`src/rtl/sc_pkg.sv`:
```
// sc_pkg: shared stochastic-computing constants and helpers.
//   SC_N      value width; a stream holds 2^SC_N bits
//   SC_W      bits delivered per stream word
//   SC_K      words per stream
//   sc_cnt_w  width of a counter over k words (minimum 1 bit)
package sc_pkg;
    localparam int SC_N = 6;
    localparam int SC_W = 32;
    localparam int SC_K = (1 << SC_N) / SC_W;
    function automatic int sc_cnt_w(input int k);
        return (k <= 1) ? 1 : $clog2(k);
    endfunction
endpackage

```
`src/rtl/sc_popcnt.sv`:
```
// sc_popcnt: combinational W-bit ones-counter built as a recursive adder tree.
//   i_bits  in  W              input word
//   o_cnt   out ceil(log2(W+1)) number of ones in i_bits
module sc_popcnt #(
    parameter int W = 32,
    localparam int OW = $clog2(W + 1)
) (
    input  logic [W-1:0]  i_bits,
    output logic [OW-1:0] o_cnt
);
    generate
        if (W == 1) begin : g_leaf
            assign o_cnt = i_bits;
        end else begin : g_split
            localparam int WL = W / 2;
            localparam int WH = W - WL;
            localparam int OL = $clog2(WL + 1);
            localparam int OH = $clog2(WH + 1);
            logic [OL-1:0] w_lo;
            logic [OH-1:0] w_hi;
            sc_popcnt #(.W(WL)) u_lo (.i_bits(i_bits[WL-1:0]), .o_cnt(w_lo));
            sc_popcnt #(.W(WH)) u_hi (.i_bits(i_bits[W-1:WL]), .o_cnt(w_hi));
            assign o_cnt = OW'(w_lo) + OW'(w_hi);
        end
    endgenerate
endmodule

```
`src/rtl/sc_decoder.sv`:
```
// sc_decoder: counts ones over a 2^N-bit unipolar stream delivered as W-bit
// words and emits the saturated N-bit result with a one-cycle valid pulse.
//   clk     in  1  clock, rising edge
//   rst     in  1  asynchronous active-low reset
//   en_in   in  1  seq valid, accepted unconditionally
//   seq     in  W  stream word
//   num     out N  recovered value, held until the next result
//   en_out  out 1  one-cycle result pulse
//   busy    out 1  partial stream in progress
//   sat     out 1  raw count equalled 2^N (only when SC_DEC_SAT_EN is defined)
// Build option: SC_DEC_SAT_EN adds the sat port.
module sc_decoder
    import sc_pkg::*;
#(
    parameter int N = SC_N,
    parameter int W = SC_W
) (
    input  logic         clk,
    input  logic         rst,
    input  logic         en_in,
    input  logic [W-1:0] seq,
    output logic [N-1:0] num,
    output logic         en_out,
`ifdef SC_DEC_SAT_EN
    output logic         sat,
`endif
    output logic         busy
);
    localparam int K  = (1 << N) / W;
    localparam int CW = sc_cnt_w(K);
    localparam int PW = $clog2(W + 1);

    logic [PW-1:0] w_pcnt;
    logic [N:0]    w_total;
    logic          w_last;
    logic [CW-1:0] r_wcnt;
    logic [N:0]    r_acc;
    logic [N-1:0]  r_num;
    logic          r_en_out;
    logic          r_busy;
    logic          r_sat;

    sc_popcnt #(.W(W)) u_popcnt (.i_bits(seq), .o_cnt(w_pcnt));

    // acc never exceeds 2^N, so N+1 bits hold the total without wrapping
    assign w_total = r_acc + (N + 1)'(w_pcnt);
    assign w_last  = r_wcnt == CW'(K - 1);

    always_ff @(posedge clk or negedge rst) begin
        if (!rst) begin
            r_wcnt   <= '0;
            r_acc    <= '0;
            r_num    <= '0;
            r_en_out <= 1'b0;
            r_busy   <= 1'b0;
            r_sat    <= 1'b0;
        end else begin
            r_en_out <= en_in && w_last;
            if (en_in) begin
                r_busy <= !w_last;
                if (w_last) begin
                    // only total = 2^N sets bit N, which saturates to all ones
                    r_num  <= w_total[N] ? '1 : w_total[N-1:0];
                    r_sat  <= w_total[N];
                    r_acc  <= '0;
                    r_wcnt <= '0;
                end else begin
                    r_acc  <= w_total;
                    r_wcnt <= r_wcnt + CW'(1);
                end
            end
        end
    end

    assign num    = r_num;
    assign en_out = r_en_out;
    assign busy   = r_busy;
`ifdef SC_DEC_SAT_EN
    assign sat    = r_sat;
`else
    logic w_unused;
    assign w_unused = r_sat;
`endif
endmodule

```
`config.mk`:
```
export PLATFORM = sky130hd
export DESIGN_NAME = sc_decoder
export DESIGN_NICKNAME = d
export VERILOG_FILES = /design/src/rtl/sc_pkg.sv /design/src/rtl/sc_popcnt.sv /design/src/rtl/sc_decoder.sv
export SDC_FILE = /design/constraint.sdc
export NUM_CORES = 1
export LEC_CHECK = 0
export ABC_AREA = 1
export CORE_MARGIN = 2
export CORE_UTILIZATION = 53
export DETAILED_ROUTE_END_ITERATION = 10
export PLACE_DENSITY = 0.86
export SLEW_MARGIN = 10
export SYNTH_ARGS = -nofsm -noshare
export SYNTH_HDL_FRONTEND = slang
export SYNTH_SLANG_ARGS = --single-unit
```
`constraint.sdc`:
```
create_clock -name clk -period 12.3 [get_ports clk]
set_clock_uncertainty 0.05 [all_clocks]
set_input_delay 2.46 -clock clk [delete_from_list [all_inputs] [get_ports clk]]
set_output_delay 2.46 -clock clk [all_outputs]
set_load 0.05 [all_outputs]
```
== Word-level counts from Yosys, hierarchy flattened ==
Cells that the tools add are included.

* Flip-flop bits (word level): 16
* Logic and storage cells: 44
* Output and inout port bits: 8

* Muxes and demuxes: 3
* Add/subtract/negate cells: 33
* Reduce and logical (&&, ||, !) cells: 3

{| class="wikitable"
|+ Operators by type and width
! cell !! count
|-
| adder 1 x 1 -> 2 bit || 16
|-
| adder 2 x 2 -> 3 bit || 8
|-
| adder 3 x 3 -> 4 bit || 4
|-
| adder 4 x 4 -> 5 bit || 2
|-
| adder 7 x 6 -> 7 bit || 1
|-
| two-way mux 7 bit || 1
|-
| adder 5 x 5 -> 6 bit || 1
|-
| two-way mux 6 bit || 1
|-
| AND reduction 2 bit || 1
|-
| adder 1 bit (second input constant) || 1
|-
| logical AND 1 bit || 1
|-
| zero test 1 bit || 1
|-
| two-way mux 1 bit || 1
|}

== Longest topological paths before layout ==
* Depth after elaboration: 7
* Gate-level depth with buffers: 20
* Depth with buffers taken out: 20

== Cells and area by module ==
From an unflattened synthesis, not the netlist that was laid out.

* Cells, all modules: 349
* Area total of the unflattened synthesis: 2647.5 um2

{| class="wikitable"
|+ By module, submodules not included
! module !! times used !! seq. area each (um2) !! cells an instance !! area an instance (um2)
|-
| sc_decoder || 1 || 375.4 || 108 || 877.1
|-
| sc_popcnt at u_popcnt.g_split.u_hi.g_split.u_hi.g_split.u_hi ... || 8 || 0.0 || 7 || 51.3
|-
| sc_popcnt at u_popcnt.g_split.u_hi.g_split.u_hi ... || 4 || 0.0 || 13 || 98.8
|-
| sc_popcnt at u_popcnt.g_split.u_hi ... || 2 || 0.0 || 25 || 157.7
|-
| sc_popcnt at u_popcnt.g_split.u_hi.g_split.u_hi.g_split.u_hi.g_split.u_hi.g_split.u_hi ... || 32 || 0.0 || 1 || 7.5
|-
| sc_popcnt at u_popcnt || 1 || 0.0 || 35 || 209.0
|-
| sc_popcnt at u_popcnt.g_split.u_hi.g_split.u_hi.g_split.u_hi.g_split.u_hi ... || 16 || 0.0 || 1 || 12.5
|}

== Worst setup path after synthesis ==
Ideal clock, no wire load.

* Kind: input to register
* Start point: input seq[0]
* End point: register r_num[3], in the netlist num[3]
* Setup time: 0.118 ns
* Arrival time: 6.807 ns
* Slack: 5.325 ns
* Cell stages on the path: 19
* Required time: 12.132 ns
* Path buffers: 0
* Path through: fa_1 -> inv_1 -> fa_1 -> fa_1 -> fa_1 -> fa_1 -> fa_1 -> fa_1 -> fa_1 -> inv_1 -> nand2_1 -> nand2_2 -> nand3_2 -> nand2_1 -> nand2_1 -> nand2_2 -> nand2_1 -> nand2_1 -> nand2_1

* Longest elaborated chain between the ends: 7

{| class="wikitable"
|+ Ends and longest elaborated chain
! element !! line !! RTL
|-
| from (decl) || sc_decoder.sv:21 || <nowiki>input logic [W-1:0] seq,</nowiki>
|-
| adder 1 x 1 -> 2 bit || sc_popcnt.sv:23 || <nowiki>assign o_cnt = OW'(w_lo) + OW'(w_hi);</nowiki>
|-
| adder 2 x 2 -> 3 bit || sc_popcnt.sv:23 ||
|-
| adder 3 x 3 -> 4 bit || sc_popcnt.sv:23 ||
|-
| adder 4 x 4 -> 5 bit || sc_popcnt.sv:23 ||
|-
| adder 5 x 5 -> 6 bit || sc_popcnt.sv:23 ||
|-
| adder 7 x 6 -> 7 bit || sc_decoder.sv:46 || <nowiki>assign w_total = r_acc + (N + 1)'(w_pcnt);</nowiki>
|-
| two-way mux 6 bit || sc_decoder.sv:63 || <nowiki>r_num <= w_total[N] ? '1 : w_total[N-1:0];</nowiki>
|-
| to (signal assigned) || sc_decoder.sv:63 ||
|-
| to (decl) || sc_decoder.sv:38 || <nowiki>logic [N-1:0] r_num;</nowiki>
|}

Every way passes these cells.
A chain may end at the register's enable or synchronous reset.

== Final worst setup path ==
* Start point: input seq[0]
* End point: register r_num[2], in the netlist num[2]

The elaborated chain is that of the path after synthesis.

==> results.cfg <==
[timing]
finalCritPeriodShare = 0.596
grt_setup_unrepaired = false
whs_ps = 446
setup_viol = 0
fin_crit_ps = 7330
fmax_ghz = 0.136
maxSlewHeadroom = 0.572
tns_ps = 0
slew_violations = 0
hold_violations = 0
worstMarginPinSlew_ps = 640

[clock_tree]
cts.sink_count = 15
clk_pin_slew_ps = 80
ctsHoldBuffers = 0
cts_root_buf = clkbuf_4
cts_tree = yes
cts_setup_buffers = 0
clk_latency_ps = 280
cts_buffers = 3
cts_resized = 0
htree_levels = 1
cts_buffer_depth = 2

[global_routing]
gr-usage-all-layers = 0.189
grt_max_degree = 16
grt_pass1_wl_um = 5020
overflow = 0
antenna_found_initial = 0
grt_pass1_vias = 1226

[place]
hpwl_um = 2540
gp_congestion = 0.815
portBuffers = 42

[floorplanning]
die_h_um = 59.3
dieArea_mm2 = 0.00352
num_io_pins = 43
rows = 20
core_mm2 = 0.00298
start_util = 0.545
fp.dieW_um = 59.3

[synth]
yosysTopAreaCellShare = 0.321
syn_inst = 183
ys.warnings.count = 0
synthesis.area_mm2 = 0.00162
synth_nets = 258
synth_area_leaders = fa_1, dfrtp_1, inv_1, ha_1, nand2_1
yosys.area.top_type = fa_1
ys_seq_elements = 15
seq_area_frac_synth = 0.231
synth.distinct_cells = 20
avgSynthCellArea_um2 = 8.86

[drt]
finalWirelength_um = 2870
via_per_inst = 4.83
drtPass1Iterations = 4
postRouteAntennaNets = 0
route.detailed.drc = 0
wl_per_cell_um = 11.0
first_iter_violations = 45
via_count = 1265

[hold_path]
hold_depth = 2
min_path_type = reg2reg

[critical_path]
cp-start-kind = input pin
reg2reg_depth = 18
critical_path.max_fanout = 7
cp.required_ps = 12430
crit_type = in2reg
crit_arrival_ps = 7460
crit_path_end_kind = flip-flop

[flow_run]
drv_cap = 0

[finish]
antennaDiodeCount = 0
drive_gt1_frac = 0.0437
syn_to_final_growth_pct = 30.1
num-nets-final = 305

[status]
status = completed
-- Yosys cell counts (all sizes together) --
| cell | count |
|---|---|
| inv | 58 |
| nand3 | 4 |
| nand3b | 1 |
| nand2 | 39 |
| a22o | 2 |
| nor2 | 8 |
| dfrtp | 15 |
| ha | 14 |
| a21oi | 3 |
| o22ai | 1 |
| xor2 | 2 |
| xnor2 | 1 |
| or2 | 4 |
| o21ai | 4 |
| fa | 26 |
| nand4 | 1 |
-- worst max-delay path, stage by stage --
cell	delay (ps)
clkdlybuf4s50_1	430
fa_1	540
inv_1	50
fa_1	470
fa_1	570
fa_1	450
fa_1	530
fa_1	430
fa_1	420
fa_1	410
inv_1	70
nand2_1	50
nand2_2	80
nand3_2	70
nand2_1	60
nand2_1	60
nand2_2	130
nand2_1	60
nand2_1	70
inv_1	40
-- state kept, by name (all words and copies together) (netlist names) --
name / cells
r_acc: 7
num: 6
en_out: 1
r_wcnt: 1
-- layer usage --
layer / track usage / routed length [µm] / share of wire / vias up
li1: - / - / - / 622
met1: 0.262 / 1290 / 0.45 / 610
met2: 0.311 / 1440 / 0.50 / 29
met3: 0.0328 / 123 / 0.043 / 4
met4: 0.0390 / 20 / 0.0070 / 0
met5: 0 / 0 / 0 / -
-- path summary, 6_finish.rpt --
kind / slack (ps) / to / start
max: 4970 / num[2] / seq[0]
min: 450 / num[3] / num[3]
max reg2reg: 7750 / num[2] / r_acc[0]
min reg2reg: 450 / num[3] / num[3]
max in group asynchronous: 9270 / r_acc[3] / rst
min in group asynchronous: 2520 / num[4] / rst
-- placed cells by master (no fill, tap or decap), drive strengths merged --
| cell type | n |
|---|---|
| clkdlybuf4s50 | 42 |
| clkbuf | 4 |
| xor2 | 2 |
| or2 | 4 |
| nand3 | 4 |
| fa | 26 |
| a22o | 2 |
| nor2 | 8 |
| a21oi | 3 |
| o21ai | 4 |
| dfrtp | 15 |
| nand2 | 39 |
| inv | 58 |
| xnor2 | 1 |
| nand4 | 1 |
| nand3b | 1 |
| ha | 14 |
| o22ai | 1 |
-- cell type report --
type                            count  area, µm²
Tap cell                           33       41.3
Sequential cell                    15        375
Fill cell                         216        868
Timing Repair Buffer               42        420
Inverter                           58        218
Clock buffer                        4       26.3
Multi-Input combinational cell    110       1030
-- per-stage QoR --
stage	area (µm²)	instances	setup slack [ps]	util
finish	2110	262	4970	0.708
global route	2110	262	4690	0.708
CTS	2110	262	4950	0.708
detailed placement	2080	258	4670	0.700
global placement	2080	258	4720	0.700
floorplan	1620	183	5320	-
-- kinds of logic (layout without fill, tap and decap cells) --
group,Yosys count,count (layout),share of synthesized area
fa+ha+maj,40,40,0.429
buf+inv,58,104,0.134
compound gates,10,10,0.0363
flops,15,15,0.231
simple gates,57,57,0.153
xor+xnor,3,3,0.0162
Power is not shown: default switching activity piles up to over one toggle a cycle in this logic, so the estimate is an artifact.
==> RTL change 1 (config.mk and constraints unchanged) <==
Put one more register stage on the output `num`, cleared by the reset. The value now appears one clock later. The other outputs are not delayed to match.
--- a/src/rtl/sc_decoder.sv
+++ b/src/rtl/sc_decoder.sv
@@ -74,3 +74,9 @@
 
-    assign num    = r_num;
+    always_ff @(posedge clk or negedge rst) begin
+        if (!rst) begin
+            num <= '0;
+        end else begin
+            num <= r_num;
+        end
+    end
     assign en_out = r_en_out;
Check against the original RTL: not equivalent (Yosys sat finds a counterexample within 4 cycles, from zero or initial values and one cycle with rst low).
==> RTL change 1 against the unedited design <==
Design area grew 7.8%. Hold slack worse by 110 ps. Area after synthesis grew 9.3%. Sequential cell count rose by 6. Setup slack better by 0.60 ps. Final cell count up 6.5%. Wire length rose by 9.0%.
Power is not shown: default switching activity piles up to over one toggle a cycle in this logic, so the estimate is an artifact.
==> RTL change 1: results (changes against the unedited design) <==
Placement
  • Placed cell count: 275 (+6.6%)
  • Dpl hpwl: 2.87 mm (+13%)
  • Placer Congestion: 0.791 (-2.9%)

Hold path
  • WHS Path Cells: 0 (-2)
  • Hold Crit Class: reg2reg

Yosys
  • Post-Synth Adder-Cell Area: 39.2% (-3.7 points)
  • Syn Nets: 264 (+2.3%)
  • Post-Synth XOR/XNOR Area: 0.988% (-0.63 points)
  • Top post-synthesis cells by count: inv_1, nand2_1, fa_1, dfrtp_1, ha_1
  • Mapped Cells: 189 (+3.3%)
  • Mux cell area share after synthesis: 0% (unchanged)
  • Area fraction in compound gates after synthesis: 3.81% (+0.18 points)
  • Top cells by area, synth: dfrtp_1, fa_1, inv_1, ha_1, nand2_1
  • Yosys warns: 0 (unchanged)
  • Sequential area share after synthesis: 29.6% (+6.5 points)

Global routing
  • First-pass GRT wire length: 5.20 mm (+3.6%)
  • Vias in the first global route: 1246 (+1.6%)
  • GR Util All Layers: 18.7% (-0.13 points)
  • Largest net degree at the start of global routing: 22 (+6)

Layout
  • Final nets: 311 (+2.0%)
  • Layout cell share with drive strength beyond 1: 4.26% (-0.11 points)

Timing
  • Relative slew slack: 41.7% (-15 points)

Clocking
  • Clock root cell: clkbuf_4
  • Total CTS buffers: 3 (unchanged)
  • Worst skew pair latency: 300 ps (+20 ps)
  • CTS clk-pin slew, worst paths: 110 ps (+30 ps)

Detailed routing
  • Iter 0 DRT Violations: 33 (-27%)
  • Vias per cell: 4.57 (-5.3%)
  • WL per Instance: 11.2 um (+2.3%)
  • Routed wire length: 3.13 mm (+9.0%)

Worst setup path
  • Family with the most delay on the worst path: adder cells
  • Crit path DAT: 7490 ps (+30 ps)

Run status
  • Outcome: complete, no violations
## RTL change 1: cell families (layout without fill, tap and decap cells)
group	after synthesis	count (layout)
xor+xnor	2	2
simple gates	57	57
buf+inv	58	104
compound gates	11	11
fa+ha+maj	40	40
flops	21	21
## RTL change 1: final timing paths
| path | from | endpoint |
|---|---|---|
| hold / removal | r_num[1] | num[1] |
| max in group asynchronous | rst | num[0] |
| setup / recovery | seq[5] | r_num[5] |
| setup reg to reg | r_acc[0] | r_num[5] |
| min in group asynchronous | rst | r_num[0] |
| hold reg to reg | r_num[1] | num[1] |
## RTL change 1: layout make-up
cell class              count  area, um2
repair buffers             42        420
inverters                  58        218
fillers                   237        853
well taps                  44       55.1
multi-input cells         110       1030
clock buffers               4       26.3
flip-flops and latches     21        526
## RTL change 1: through the flow
step	setup WS [ps]	hold slack, ps	area (um2)
after floorplan	5330	297	1770
after global placement	4720	302	2250
after detailed placement	4630	308	2250
after CTS	4950	332	2270
after global routing	4710	346	2270
final	4970	332	2270
## RTL change 1: layer usage
metal  GRT usage, %  vias up  share of wire [%]
li1               -      641                  -
met3           1.66        2                2.4
met5              0        -                  0
met4           4.86        0               0.73
met1           26.3      604                 45
met2           31.6       29                 52
==> RTL change 2 (config.mk and constraints unchanged) <==
Made on the original files. `SC_N`: 6 -> 8.
--- a/src/rtl/sc_pkg.sv
+++ b/src/rtl/sc_pkg.sv
@@ -6,3 +6,3 @@
 package sc_pkg;
-    localparam int SC_N = 6;
+    localparam int SC_N = 8;
     localparam int SC_W = 32;
Interface: changed (resized num); port bits go from 43 to 45. No check against the original RTL was run, so the function may have changed too.
==> RTL change 2 against the unedited design <==
Hold slack got worse by 11 ps. Global-route usage increased by 1.7 points. Register-to-register slack got worse by 60 ps. Setup slack got worse by 82 ps. Sequential cell count increased by 7. Design area increased by 22%. Via count increased by 23%. Wire length increased by 35%. Area after synthesis increased by 26%. Critical path depth unchanged. Critical endpoint is now num[7]. Largest cell class unchanged.
Power is not shown: default switching activity piles up to over one toggle a cycle in this logic, so the estimate is an artifact.
==> RTL change 2: results (changes against the unedited design) <==
Layout
  • Top reg by flops: r_acc
  • # diodes: 0 (unchanged)
  • Final Non-Filler Cells: 329 (+26%)
  • Largest register FFs: 9 (+2)
  • Layout cell share with drive strength beyond 1: 4.27% (-0.096 points)
  • Final nets: 361 (+18%)
  • Number of fill cells: 296 (+37%)

Worst setup path
  • CP endpoint: num[7]
  • Worst r2r path cells: 18 (unchanged)
  • R2R Setup Slk: 7690 ps (-60 ps)
  • Family with the most delay on the worst path: adder cells
  • Reg-to-reg startpoint: r_acc[0]
  • Largest stage delay, worst path: 560 ps
  • Crit path DAT: 7510 ps (+50 ps)
  • Critical path peak fanout: 9 (+2)
  • Crit-path slowest cell: fa_1
  • Crit. Startpoint: seq[5]

Placement
  • Place WS: 4650 ps (-14.0 ps)
  • Placed cell count: 326 (+26%)
  • Dpl hpwl: 3.32 mm (+31%)
  • Area post-placement: 0.00253 mm2 (+22%)
  • Placer Congestion: 0.799 (-2.0%)
  • PortBufs: 44 (+4.8%)

Clocking
  • Number of setup buffers added after CTS: 0 (unchanged)
  • Post_cts resized: 0 (unchanged)
  • H-tree depth: 1 (unchanged)
  • Clock root cell: clkbuf_8
  • Worst skew pair latency: 260 ps (-20 ps)

Global routing
  • GR Util All Layers: 20.6% (+1.7 points)
  • Grt met1 use: 27.5% (+1.3 points)
  • Largest net degree at the start of global routing: 23 (+7)
  • GR Util met3: 4.94% (+1.7 points)
  • Vias in the first global route: 1587 (+29%)
  • First-pass GRT wire length: 6.84 mm (+36%)
  • Initial antenna violation count: 0 (unchanged)
  • Grt met2 use: 34.8% (+3.8 points)

Detailed routing
  • Wire length on met3: 165 um (+34%)
  • Vias per cell: 4.74 (-1.9%)
  • Routed wire length: 3.88 mm (+35%)
  • Max Used Layer: met4
  • Iter 0 DRT Violations: 27 (-40%)
  • Met2 wire length: 1.95 mm (+35%)
  • TritonRoute pass-1 iters: 4 (unchanged)
  • M1 WL: 1.75 mm (+36%)

Timing
  • Min Tclk post-route: 7410 ps (+81.9 ps)
  • Max Slew Vio Count: 0 (unchanged)
  • Relative slew slack: 35.4% (-22 points)
  • Final hold slack: 435 ps (-10.7 ps)

Run status
  • Outcome: complete, no violations

Yosys
  • Yosys cell types: 23 (+15%)
  • Mapped Cells: 235 (+28%)
  • Sequential area share after synthesis: 27.0% (+3.8 points)
  • Post-synthesis async set-or-reset flop share: 100% (unchanged)
  • Syn Nets: 313 (+21%)
  • Top cells by area, synth: dfrtp_1, fa_1, inv_1, nand2_1, ha_1
  • Top post-synthesis cells by count: inv_1, nand2_1, fa_1, dfrtp_1, ha_1

Hold path
  • WHS Path Cells: 2 (unchanged)
  • Worst hold path endpoint: num[5]
  • Hold path start: num[5]
## RTL change 2: cell types whose count changed in the layout (fill, tap and decap cells not counted), moves of 3 or more
cell / delta
dfrtp_1: +7
inv_1: +5
nor2_1: +3
clkbuf_4: -3
clkbuf_8: +3
nand2_1: +24
ha_1: +3
## RTL change 2: final cells by class
| type | count | area (um2) | area share (%) |
|---|---|---|---|
| Multi-Input combinational cell | 147 | 1240 | 48.1 |
| Timing Repair Buffer | 44 | 440 | 17.1 |
| Tap cell | 48 | 60.1 | 2.33 |
| Inverter | 65 | 244 | 9.48 |
| Sequential cell | 22 | 551 | 21.4 |
| Clock buffer | 3 | 41.3 | 1.60 |
## RTL change 2: logic make-up (layout without fill, tap and decap cells)
group	Yosys count	count (layout)	synth area share [%]
compound gates	14	14	4.85
flops	22	22	27.0
fa+ha+maj	43	43	36.0
xor+xnor	3	3	1.29
buf+inv	66	112	12.3
simple gates	87	87	18.6
